**src/rtl/countdown_pkg.sv**
```systemverilog
// countdown_pkg: shared state encoding and constants for countdown_timer.
`default_nettype none

package countdown_pkg;

  localparam int WIDTH_DEFAULT = 4;
  localparam int ZERO          = 0;

  typedef enum logic [1:0] {
    IDLE = 2'd0,
    RUN  = 2'd1,
    HOLD = 2'd2
  } state_t;

endpackage

`default_nettype wire

```
**src/rtl/countdown_timer.sv**
```systemverilog
// countdown_timer: loadable, pausable down-counter with busy/done handshake.
// Optional periodic mode: define COUNTDOWN_AUTO_RELOAD_EN.
`default_nettype none

module countdown_timer
  import countdown_pkg::*;
#(
  parameter int WIDTH = WIDTH_DEFAULT
) (
  input  logic             clk,
  input  logic             reset,
  input  logic [WIDTH-1:0] load_value,
  input  logic             start,
  input  logic             pause,
  output logic             busy,
  output logic             done,
  output logic [WIDTH-1:0] out_value
);

  localparam logic [WIDTH-1:0] CNT_ZERO = WIDTH'(ZERO);
  localparam logic [WIDTH-1:0] CNT_ONE  = WIDTH'(1);

  state_t           state, state_n;
  logic [WIDTH-1:0] count_n;
  logic             done_n;
  logic             busy_n;

  always_comb begin
    state_n = state;
    count_n = out_value;
    done_n  = 1'b0;

    // A start is serviced identically from every state; a zero load is a
    // zero-length interval that completes immediately without going busy.
    if (start) begin
      if (load_value != CNT_ZERO) begin
        count_n = load_value;
        state_n = RUN;
      end else begin
        count_n = CNT_ZERO;
        done_n  = 1'b1;
        state_n = IDLE;
      end
    end else begin
      case (state)
        RUN: begin
          if (pause) begin
            state_n = HOLD;
          end else if (out_value == CNT_ONE) begin
            done_n = 1'b1;
`ifdef COUNTDOWN_AUTO_RELOAD_EN
            if (load_value != CNT_ZERO) begin
              count_n = load_value;
              state_n = RUN;
            end else begin
              count_n = CNT_ZERO;
              state_n = IDLE;
            end
`else
            count_n = CNT_ZERO;
            state_n = IDLE;
`endif
          end else begin
            count_n = out_value - CNT_ONE;
          end
        end
        HOLD: begin
          if (!pause) begin
            state_n = RUN;
          end
        end
        default: begin
          state_n = state;
        end
      endcase
    end

    busy_n = (state_n != IDLE);
  end

  always_ff @(posedge clk or negedge reset) begin
    if (!reset) begin
      state     <= IDLE;
      out_value <= CNT_ZERO;
      busy      <= 1'b0;
      done      <= 1'b0;
    end else begin
      state     <= state_n;
      out_value <= count_n;
      busy      <= busy_n;
      done      <= done_n;
    end
  end

endmodule

`default_nettype wire

```
**config.mk**
```make
export PLATFORM = sky130hd
export DESIGN_NAME = countdown_timer
export DESIGN_NICKNAME = d
export VERILOG_FILES = /design/src/rtl/countdown_pkg.sv /design/src/rtl/countdown_timer.sv
export SDC_FILE = /design/constraint.sdc
export NUM_CORES = 1
export LEC_CHECK = 0
export ABC_AREA = 1
export CAP_MARGIN = 25
export CELL_PAD_IN_SITES_DETAIL_PLACEMENT = 0
export CELL_PAD_IN_SITES_GLOBAL_PLACEMENT = 1
export CORE_MARGIN = 10
export CORE_UTILIZATION = 35
export CTS_CLUSTER_DIAMETER = 80
export CTS_CLUSTER_SIZE = 28
export DETAILED_ROUTE_END_ITERATION = 6
export DONT_BUFFER_PORTS = 1
export MAX_ROUTING_LAYER = met4
export PLACE_DENSITY = 0.73
export SETUP_SLACK_MARGIN = 0.2
export SLEW_MARGIN = 20
export SYNTH_ARGS = -nofsm -noshare
export SYNTH_HDL_FRONTEND = slang
export SYNTH_SLANG_ARGS = --single-unit
```
**constraint.sdc**
```tcl
create_clock -name clk -period 1.4 [get_ports clk]
set_input_delay 0.14 -clock clk [delete_from_list [all_inputs] [get_ports clk]]
set_output_delay 0.14 -clock clk [all_outputs]
set_load 0.01 [all_outputs]
```
# Word-level counts from Yosys, hierarchy flattened
# Cells that the tools add are included.
# word_totals
out_inout_bits	6
regBits	8
input_bits	8
wordCells	29
# op_classes
n_eq_ne	4
muxes	16
n_addsub	1
reduce_logical	4
# ops
cell	n
4-bit two-way mux	5
2-bit two-way mux	4
1-bit two-way mux	6
4-bit by 1-bit equality test with 1-bit output, second input constant	1
2-bit one-hot mux with 2 select lines	1
2-bit nonzero test	2
4-bit nonzero test	1
4-bit by 1-bit subtractor with 4-bit output, second input constant	1
2-bit by 1-bit equality test with 1-bit output, second input constant	1
2-bit equality test, second input constant	1
2-bit inequality test, second input constant	1
2-bit AND reduction	1

# Depth between registers and ports, before layout
# Gate-level depths: netlist of run 1.
# logic_depth
depth_word	6
ltp_mapped	10
depth_no_buf	10

# Least setup slack after synthesis of run 1
# No wires, ideal clock.
# synth_timing
path_kind	register -> register
startpoint	register out_value[1]
endpoint	register busy
setup_time_ns	0.118
path_buffers	0
arrival_time_ns	1.024
path_slack_ns	0.258
path_stages_with_launch	10
t_required_ns	1.282
period_less_slack_ns	1.142
cell_sequence	dfrtp_1 > inv_1 > ha_1 > nand2_2 > nand2_1 > nand2_1 > nand2_1 > nand2_1 > nand2_1 > nand2_1
# synth_via
elab_chain_cells	6
# synth_rtl
element	line	source
from (decl)	countdown_timer.sv:17	output logic [WIDTH-1:0] out_value
from (signal assigned)	countdown_timer.sv:89	out_value <= count_n;
4-bit by 1-bit equality test with 1-bit output	countdown_timer.sv:49	end else if (out_value == CNT_ONE) begin
2-bit two-way mux	countdown_timer.sv:49	
2-bit two-way mux	countdown_timer.sv:47	if (pause) begin
2-bit one-hot mux with 2 select lines	countdown_timer.sv:45	case (state)
2-bit two-way mux	countdown_timer.sv:35	if (start) begin
2-bit nonzero test	countdown_timer.sv:78	busy_n = (state_n != IDLE);
named net busy_n	countdown_timer.sv:26	logic busy_n;
to (signal assigned)	countdown_timer.sv:90	busy <= busy_n;
to (decl)	countdown_timer.sv:15	output logic busy,
# The timed path passes the listed nets, and every way through them passes these cells.
# A chain may end at the register's enable or synchronous reset.

# Worst setup path in the final report of run 1
# layout_timing
startpoint	register state[0]
endpoint	register busy
# layout_via
elab_chain_cells	5
elab_cells_between_ends	8
cone_classes	eq/ne (2); mux (5); reduce/logical (1)
# layout_rtl
element	line	source
from (decl)	countdown_timer.sv:23	state_t state, state_n;
from (signal assigned)	countdown_timer.sv:88	state <= state_n;
2-bit two-way mux	countdown_timer.sv:49	
2-bit two-way mux	countdown_timer.sv:47	
2-bit one-hot mux with 2 select lines *	countdown_timer.sv:45	
2-bit two-way mux *	countdown_timer.sv:35	
2-bit nonzero test *	countdown_timer.sv:78	
named net busy_n	countdown_timer.sv:26	
# The timed path passes the listed nets; every way through them passes the cells marked *.

==> summary.md, run 1 <==
| Metric | Value |
|---|---|
| Worst Setup SP | `state[0]` |
| Drt first-iter violations | `4` |
| Max-cap viol count | `0` |
| Number of distinct library cells after synthesis | `19` |
| RSZ-0062 raised after global routing | `true` |
| Syn_area_per_cell | `7.601 µm²` |
| #FFs+latches synth | `8` |
| Post-route setup TNS | `0 ns` |
| Synth Instances | `67` |
| Yosys warning count | `0` |
| Hold_ws | `0.01408 ns` |
| Flop2flop setup slack | `0.16 ns` |
| Total track usage | `0.08032` |
| Synthesized Nets | `79` |
| Mux contribution to synthesized area | `0` |
| Sequential fraction of the synthesis area | `0.3931` |
| Commonest non-fill, non-tap cell in the layout | `nand2_1` |
| Area Overhead vs Synth | `26.78%` |
| Final non-filler cell total | `86` |
| DRC | `0` |
| Initial antenna violation count | `0` |
| Finish-stage setup viols | `0` |
| Clock transition at path regs | `0.05 ns` |
| Peak VDD IR | `0.7710 mV` |
| Crit. End Element | `flop` |
| Vias | `436` |
| Number of global-route vias before repair | `411` |
| Pwr/cell area | `1992 nW/µm²` |
| CP Max Fanout | `3` |
| Tcrit/Tclk final | `0.8848` |
| Max Freq | `807.3 MHz` |
| Slew HR | `0.7506` |
| Cell area after synthesis | `509.2 µm²` |
| Fraction of layout cells with a size suffix above 1 | `0.4085` |
| Die ar. | `3381 µm²` |
| Avg WL per Cell | `14.37 µm` |
| Port buffer count | `0` |
| Clk Latency, worst-skew pair | `0.25 ns` |
| Starting Density | `0.3818` |
| Compound-Gate Fraction of Synth Area | `0.1130` |
| Setup repair bufs after CTS | `0` |
| R2r worst-path depth | `9` |
| Final #Nets | `85` |
| Placer Congestion | `0.7550` |
| Final ANT Viol Nets | `0` |
| Minimum clock period after layout | `1.239 ns` |
| I/O pin count | `14` |
| Element type at the critical path start | `flop` |
| Leakage | `0.3036 nW` |
| Cell row count | `13` |
| Most frequent cells in the layout | `17 x nand2_1, 6 x inv_2, 5 x nand2_2` |
| Worst R2R End | `busy` |
| Core footprint | `1334 µm²` |
| Worst-margin pin slew | `0.3729 ns` |
| Die height | `58.15 µm` |
| Die width | `58.15 µm` |
| Worst setup endpoint | `busy` |
| CTS tree | `built` |
| Arr. time, crit path | `1.38 ns` |
| Via/cell ratio | `5.070` |
| Main combinational cell family by area after synthesis | `simple AND/OR/NAND/NOR gates` |
| CTS Buffer Depth | `2` |
| Ant diodes | `0` |
| Fin Clk Skew | `0.001329 ns` |
| CP required | `1.55 ns` |
| Worst Hold Class | `in2reg` |
| Final slew viol count | `0` |
| CP Class | `reg2reg` |
| Post-Synth Simple-Gate Area | `0.2604` |
| Num CTS Buffers | `3` |
| Grt total ovfl | `0` |
| DR pass1 iterations | `4` |
| Placed Instances | `82` |
| Post-DP HPWL | `909.9 µm` |
| Largest net degree at the start of global routing | `9` |
| Status | `completed` |
| H-tree depth | `1` |
| Post-synthesis adder-cell area fraction | `0.09828` |
| First-pass GRT wire length | `1994 µm` |
| Final hold vios | `0` |
| Clk sinks | `8` |
| Worst R2R Start | `state[0]` |
| Root buffer cell | `clkbuf_4` |
| Synth Area in XOR/XNOR | `0.03440` |
| Routed WL | `1236 µm` |
## worst min-delay path by stage
| stage | start | to | cells past startpoint | slack [ns] |
|---|---|---|---|---|
| 3_3_place_gp | reset | done | 0 | -0.16 |
| 3_5_place_dp | reset | done | 0 | -0.16 |
| 2_1_floorplan | reset | busy | 0 | -0.16 |
| 5_1_grt | start | out_value[2] | 2 | 0.02 |
| 6_report | start | out_value[2] | 2 | 0.01 |
| 4_1_cts | start | out_value[1] | 2 | 0.01 |
## per-layer routing
metal / share of wire / wire length (µm) / global-route usage / vias up
li1: - / - / - / 223
met3: 0.060 / 74 / 0.02179 / 4
met5: 0 / 0 / - / -
met1: 0.40 / 499 / 0.09255 / 197
met4: 0.032 / 40 / 0.08054 / 0
met2: 0.50 / 621 / 0.1058 / 12
## sequential cells by signal, indices dropped and copies added (netlist names)
| name | count |
|---|---|
| state | 2 |
| busy | 1 |
| out_value | 4 |
| done | 1 |
## layout make-up
cell class                 count  area (µm²)
multi-input combinational     47       337.8
timing repair buffer           2       17.52
tap                           15       18.77
sequential                     8       205.2
inverter                      11       43.79
clock buffer                   3       22.52
fill                         141       688.2
## repair_timing
action,in CTS,in global routing
pin swaps,0,8
endpoints found under the setup margin,4,8
endpoints found under the hold margin,8,0
hold buffers,1,0
resized for setup,1,24
## power by group
| part | total [mW] | switching, mW | internal, mW |
|---|---|---|---|
| logic | 0.645 | 0.356 | 0.288 |
| registers | 0.465 | 0.143 | 0.322 |
| clock network | 0.177 | 0.0785 | 0.0981 |
| total | 1.29 | 0.578 | 0.708 |
## critical path, cell delays in order, from the launching register on
cell and delay, ns:
dfrtp_2 0.41, inv_2 0.07, ha_4 0.28, inv_2 0.04
nand2_1 0.06, nand2_1 0.05, nand2_1 0.05, nand2_1 0.07
nand2_2 0.07, nand2_2 0.04
## metrics by stage
stage / area [µm²] / total power, mW / setup slack, ns / utilization
2_1_floorplan: 509.2 / 0.7854 / 0.2580 / -
3_3_place_gp: 528.0 / 0.8890 / 0.1541 / 0.3959
3_5_place_dp: 528.0 / 0.8884 / 0.1676 / 0.3959
4_1_cts: 561.8 / 1.080 / 0.1548 / 0.4212
5_1_grt: 645.6 / 1.426 / 0.07613 / 0.4841
6_report: 645.6 / 1.286 / 0.1612 / 0.4841
## synthesized netlist by cell type (all sizes together)
cell type	count	share of area
nand2	23	0.18
nor2	3	0.027
nand3	4	0.039
o221ai	1	0.017
inv	11	0.086
o21bai	1	0.015
a21oi	3	0.029
nor3	1	0.0098
buf	1	0.015
xor2	2	0.034
dfrtp	8	0.39
o22ai	1	0.012
o21ai	4	0.039
ha	4	0.098
## logic make-up (layout without fill, tap and decap cells)
logic type | count (synthesis) | in the layout
simple gates | 31 | 31
compound gates | 10 | 10
xor+xnor | 2 | 2
buf+inv | 12 | 16
fa+ha+maj | 4 | 4
flops | 8 | 8
No activity file was read; power rests on OpenSTA's default activity.
==> inputs of run 2 (changes only) <==
--- a/config.mk
+++ b/config.mk
@@ -15,9 +15,8 @@
 export CTS_CLUSTER_SIZE = 28
 export DETAILED_ROUTE_END_ITERATION = 6
 export DONT_BUFFER_PORTS = 1
-export MAX_ROUTING_LAYER = met4
 export PLACE_DENSITY = 0.73
-export SETUP_SLACK_MARGIN = 0.2
+export SETUP_SLACK_MARGIN = 0.05
 export SLEW_MARGIN = 20
 export SYNTH_ARGS = -nofsm -noshare
 export SYNTH_HDL_FRONTEND = slang
==> summary.md, run 2 (synthesis gave the netlist of run 1 again) <==
| Metric | Value |
|---|---|
| Element type at the critical path start | `flop` |
| Area Overhead vs Synth | `20.88%` |
| Slew HR | `0.7440 (-0.006608)` |
| CP required | `1.54 ns (about the same)` |
| First-pass GRT wire length | `2014 µm (+1.0%)` |
| DR pass1 iterations | `2 (-2)` |
| CTS Buffer Depth | `2 (unchanged)` |
| Highest routed metal layer | `met4` |
| Avg WL per Cell | `13.62 µm (-5.2%)` |
| Starting Density | `0.3818 (unchanged)` |
| CP Max Fanout | `3 (unchanged)` |
| Post-route setup TNS | `0 ns (unchanged)` |
| Status | `completed` |
| H-tree depth | `1 (unchanged)` |
| Register share of total power | `0.365 (+0.004)` |
| I/O pin count | `14 (unchanged)` |
| CTS tree | `built` |
| Worst-margin pin slew | `0.3828 ns (+0.009879 ns)` |
| Fin Clk Skew | `0.0004212 ns (-0.0009083 ns)` |
| RSZ-0062 raised after global routing | `false` |
| Leakage | `0.3076 nW (+1.3%)` |
| Ant diodes | `0 (unchanged)` |
| Root buffer cell | `clkbuf_4` |
| Max-cap viol count | `0 (unchanged)` |
| Die ar. | `3381 µm² (unchanged)` |
| Cell row count | `13 (unchanged)` |
| Die height | `58.15 µm (unchanged)` |
| Initial antenna violation count | `0 (unchanged)` |
| Cell mode on critical path | `nand2_1` |
| Metal-1 WL | `518 µm (+3.8%)` |
| Sw Ratio | `0.4371 (-0.01247)` |
| Hold Path Stages | `2 (unchanged)` |
| Critical path's largest stage delay | `0.41 ns (about the same)` |
| Clock transition at path regs | `0.05 ns (about the same)` |
| Minimum clock period after layout | `1.261 ns (+0.02208 ns)` |
| Finish-stage setup viols | `0 (unchanged)` |
| Pwr/cell area | `1974 nW/µm² (-0.92%)` |
| Arr. time, crit path | `1.40 ns (+0.02 ns)` |
| Largest reg by FF count | `out_value` |
| Max Freq | `793.1 MHz (-1.8%)` |
| Logic pwr share | `0.492 (-0.009)` |
| Routed WL | `1185 µm (-4.1%)` |
| Final hold vios | `0 (unchanged)` |
| DR WL met3 | `52 µm (-30%)` |
| Placer Congestion | `0.7456 (-1.2%)` |
| Most frequent cells in the layout | `17 x nand2_1, 6 x inv_1, 5 x nand2_2, 5 x dfrtp_1` |
| Num CTS Buffers | `3 (unchanged)` |
| Design Power | `1.215 mW (-5.5%)` |
| Tcrit/Tclk final | `0.9006 (+0.01577)` |
| Peak VDD IR | `0.8782 mV (+14%)` |
| Core footprint | `1334 µm² (unchanged)` |
| Met2 Routed Length | `587 µm (-5.5%)` |
| CP Class | `reg2reg` |
| Fin util | `0.4615 (-0.02252)` |
| Clock power share | `0.143 (+0.006)` |
| Switch Pwr | `531.2 µW (-8.1%)` |
| Top Registers | `out_value (4), state (2)` |
| Die width | `58.15 µm (unchanged)` |
| Fillers | `144 (+2.1%)` |
| Hold_ws | `0.02158 ns (+0.007499 ns)` |
| Fraction of layout cells with a size suffix above 1 | `0.3333 (-0.07512)` |
| P_int | `684.1 µW (-3.4%)` |
| Largest net degree at the start of global routing | `9 (unchanged)` |
| Final ANT Viol Nets | `0 (unchanged)` |
| Via/cell ratio | `4.770 (-5.9%)` |
| Commonest non-fill, non-tap cell in the layout | `nand2_1` |
| Final slew viol count | `0 (unchanged)` |
| CP cell instances | `inv_2, ha_4, inv_1, nand2_1, nand2_1, nand2_1, nand2_1, nand2_2, nand2_2` |
| Grt total ovfl | `0 (unchanged)` |
| Clk Latency, worst-skew pair | `0.25 ns (about the same)` |
| R2r worst-path depth | `9 (unchanged)` |
| Slowest cell on the critical path | `dfrtp_2` |
| DRC | `0 (unchanged)` |
| Vias | `415 (-4.8%)` |
| Worst Hold Class | `in2reg` |
| Final #Nets | `86 (+1.2%)` |
| Flop2flop setup slack | `0.14 ns (-0.02 ns)` |
| Post-DP HPWL | `909.9 µm (unchanged)` |
| Number of global-route vias before repair | `436 (+6.1%)` |
| Drt first-iter violations | `8 (+4)` |
| Port buffer count | `0 (unchanged)` |
| Crit. End Element | `flop` |
| Max reg flops | `4 (unchanged)` |
| Total track usage | `0.07899 (-0.001328)` |
| Clk sinks | `8 (unchanged)` |
[run 2: changes by cell type in the layout (fill, tap and decap cells not counted), sizes merged]
cell	delta
buf	+1
[run 2: worst max-delay path, delay by kind of cell, from the launching register on]
| family | cells | cell delay [ns] |
|---|---|---|
| buffers and inverters | 2 | 0.13 |
| adders and majority gates | 1 | 0.27 |
| and+or+nand+nor | 6 | 0.35 |
| DFF | 1 | 0.41 |
[run 2: area by class of cell]
type | instances | area, µm² | share of cell area
clock buffers | 3 | 22.52 | 0.03659
inverters | 11 | 43.79 | 0.07114
multi-input cells | 47 | 301.5 | 0.4898
flip-flops and latches | 8 | 203.9 | 0.3313
well taps | 15 | 18.77 | 0.03049
repair buffers | 3 | 25.02 | 0.04065
[run 2: per-layer routing]
metal  vias to the layer above  global-route usage
met4                         0             0.08054
li1                        222                   -
met3                         2             0.01961
met5                         -                   0
met1                       184             0.08894
met2                         7              0.1150
[run 2: metrics by stage]
step                      instance area [µm²]  std cells  setup WS [ns]
after global placement                  528.0         82         0.1541
after detailed placement                528.0         82         0.1676
final                                   615.6         87         0.1392
after global routing                    615.6         87        0.04923
after CTS                               560.5         86         0.1548
after floorplan                         509.2         67         0.2580
[run 2: repair_timing]
action                                  in CTS  in global routing
resized for setup                            0                 16
endpoints found under the setup margin       0                  3
hold buffers                                 1                  0
hold endpoints to repair                     8                  0
buffers inserted                             0                  1
[run 2: power groups by stage]
stage	Combinational [mW]	Sequential (mW)	Clock [mW]
2_1_floorplan	0.381	0.404	0
3_3_place_gp	0.469	0.420	0
3_5_place_dp	0.465	0.423	0
4_1_cts	0.473	0.419	0.185
5_1_grt	0.703	0.461	0.198
6_report	0.598	0.444	0.173
[run 2: path summary, 6_finish.rpt]
path,start,endpoint
setup / recovery,state[0],busy
hold / removal,start,out_value[1]
setup reg to reg,state[0],busy
hold reg to reg,out_value[1],out_value[1]
max in group asynchronous,reset,out_value[2]
min in group asynchronous,reset,state[1]
==> inputs of run 3 (changes only) <==
==> constraint.sdc (replaced) <==
create_clock -name clk -period 1.6 [get_ports clk]
set_input_delay 0.16 -clock clk [delete_from_list [all_inputs] [get_ports clk]]
set_output_delay 0.16 -clock clk [all_outputs]
set_load 0.01 [all_outputs]
==> summary.md, run 3 (synthesis gave the netlist of run 1 again) <==
| Metric | Value |
|---|---|
| Cell mode on critical path | `nand2_1` |
| Design Power | `921.1 µW (-24%)` |
| Max reg flops | `4 (unchanged)` |
| Fin util | `0.4146 (-0.04690)` |
| RSZ-0062 raised after global routing | `false` |
| Top Registers | `out_value (4), state (2)` |
| Worst R2R End | `busy` |
| Cell row count | `13 (unchanged)` |
| Minimum clock period after layout | `1.277 ns (+0.01573 ns)` |
| Met2 Routed Length | `498 µm (-15%)` |
| Fraction of layout cells with a size suffix above 1 | `0.1286 (-0.2048)` |
| Port buffer count | `0 (unchanged)` |
| DR WL met3 | `78 µm (+50%)` |
| Placer Congestion | `0.7583 (+1.7%)` |
| Core footprint | `1334 µm² (unchanged)` |
| Hold Path Stages | `2 (unchanged)` |
| DR pass1 iterations | `4 (+2)` |
| Crit. End Element | `flop` |
| Total track usage | `0.07298 (-0.006013)` |
| Element type at the critical path start | `flop` |
| DRC | `0 (unchanged)` |
| Placed Instances | `81 (-1.2%)` |
| Final ANT Viol Nets | `0 (unchanged)` |
| Highest routed metal layer | `met4` |
| CP delay by family, top | `flip-flops` |
| Root buffer cell | `clkbuf_4` |
| Hold_ws | `0.02778 ns (+0.006204 ns)` |
| Tcrit/Tclk final | `0.7979 (-0.1027)` |
| Final non-filler cell total | `85 (-2.3%)` |
| Final #Nets | `84 (-2.3%)` |
| Post-route setup TNS | `0 ns (unchanged)` |
| Arr. time, crit path | `1.43 ns (+0.03 ns)` |
| Clk Latency, worst-skew pair | `0.26 ns (about the same)` |
| Metal-1 WL | `488 µm (-5.8%)` |
| I/O pin count | `14 (unchanged)` |
| Num CTS Buffers | `3 (unchanged)` |
| Grt total ovfl | `0 (unchanged)` |
| Largest net degree at the start of global routing | `9 (unchanged)` |
| Routed WL | `1113 µm (-6.1%)` |
| Fin Clk Skew | `0.002168 ns (+0.001747 ns)` |
| Number of global-route vias before repair | `421 (-3.4%)` |
| Slew HR | `0.7469 (+0.002904)` |
| H-tree depth | `1 (unchanged)` |
| Leakage | `0.2994 nW (-2.7%)` |
| CP required | `1.75 ns (+0.21 ns)` |
| Flop2flop setup slack | `0.32 ns (+0.18 ns)` |
| Hold_sp | `start` |
| Vias | `434 (+4.6%)` |
| Largest reg by FF count | `out_value` |
| Most frequent cells in the layout | `20 x nand2_1, 9 x inv_1, 8 x dfrtp_1` |
| Area after DPL | `520.5 µm² (-1.4%)` |
| Status | `completed` |
| Pwr/cell area | `1666 nW/µm² (-16%)` |
| Bufs and invs on worst path | `1 (-1)` |
| Commonest non-fill, non-tap cell in the layout | `nand2_1` |
| Critical path's largest stage delay | `0.43 ns (+0.02 ns)` |
| Post-DP HPWL | `899.3 µm (-1.2%)` |
| Starting Density | `0.3818 (unchanged)` |
| Clk sinks | `8 (unchanged)` |
| Clock transition at path regs | `0.06 ns (about the same)` |
| Area Overhead vs Synth | `8.600%` |
| CTS tree | `built` |
| Max-cap viol count | `0 (unchanged)` |
| R2r worst-path depth | `9 (unchanged)` |
| Die width | `58.15 µm (unchanged)` |
| CTS Buffer Depth | `2 (unchanged)` |
| Max Freq | `783.4 MHz (-1.2%)` |
| Pre-CTS setup slack | `0.3328 ns (+0.1652 ns)` |
| Ant diodes | `0 (unchanged)` |
| Final instance area | `553.0 µm² (-10%)` |
| Finish-stage setup viols | `0 (unchanged)` |
| Final hold vios | `0 (unchanged)` |
| Die ar. | `3381 µm² (unchanged)` |
| Avg WL per Cell | `13.09 µm (-3.9%)` |
| Final WS setup | `0.3234 ns (+0.1843 ns)` |
| Drt first-iter violations | `13 (+5)` |
| Die height | `58.15 µm (unchanged)` |
| First-pass GRT wire length | `1890 µm (-6.2%)` |
| Worst R2R Start | `out_value[1]` |
| Worst Hold End | `out_value[1]` |
| Fillers | `139 (-3.5%)` |
| Final slew viol count | `0 (unchanged)` |
| Slowest cell on the critical path | `dfrtp_1` |
| Via/cell ratio | `5.106 (+7.0%)` |
| Worst Hold Class | `in2reg` |
| CP Class | `reg2reg` |
| Initial antenna violation count | `0 (unchanged)` |
| Peak VDD IR | `0.5292 mV (-40%)` |
| CP Max Fanout | `4 (+1)` |
| Worst-margin pin slew | `0.3784 ns (-0.004341 ns)` |
| CP cell instances | `inv_1, ha_1, nand2_2, nand2_1, nand2_1, nand2_1, nand2_1, nand2_1, nand2_1` |
-- run 3: cell count changes in the layout (fill, tap and decap cells not counted), moves of 2 or more --
| cell | delta |
|---|---|
| nand2_2 | -2 |
| buf_4 | -2 |
| ha_4 | -2 |
| nand2_1 | +3 |
| inv_2 | -3 |
| dfrtp_2 | -3 |
| dfrtp_1 | +3 |
| ha_1 | +3 |
| inv_1 | +3 |
-- run 3: per-layer routing --
| layer | GRT usage | up-vias |
|---|---|---|
| met2 | 0.1120 | 10 |
| met5 | 0 | - |
| li1 | - | 221 |
| met1 | 0.07470 | 198 |
| met4 | 0.07047 | 0 |
| met3 | 0.02614 | 5 |
-- run 3: worst max-delay path by stage --
stage,start,to,depth (start not counted)
finish,out_value[1],busy,9
global route,out_value[1],busy,9
CTS,out_value[1],busy,9
detailed placement,out_value[1],busy,9
global placement,out_value[1],busy,9
floorplan,out_value[1],busy,9
-- run 3: timing repair --
action | 4_1_cts | 5_1_grt
hold buffers | 1 | 0
setup buffers | 0 | 0
resized for setup | 0 | 0
hold endpoints to repair | 8 | 0
setup endpoints to repair | 0 | 0
-- run 3: cell type report --
type / count / area (µm²) / share of cell area
Timing Repair Buffer: 1 / 10.01 / 0.01810
Multi-Input combinational cell: 47 / 257.7 / 0.4661
Tap cell: 15 / 18.77 / 0.03394
Sequential cell: 8 / 200.2 / 0.3620
Inverter: 11 / 43.79 / 0.07919
Clock buffer: 3 / 22.52 / 0.04072
-- run 3: power breakdown --
| group | switching (mW) | internal [mW] | leakage (nW) |
|---|---|---|---|
| Clock | 0.0733 | 0.0861 | 0.0138 |
| Sequential | 0.0977 | 0.272 | 0.0965 |
| Combinational | 0.236 | 0.155 | 0.189 |
| Total | 0.407 | 0.514 | 0.299 |
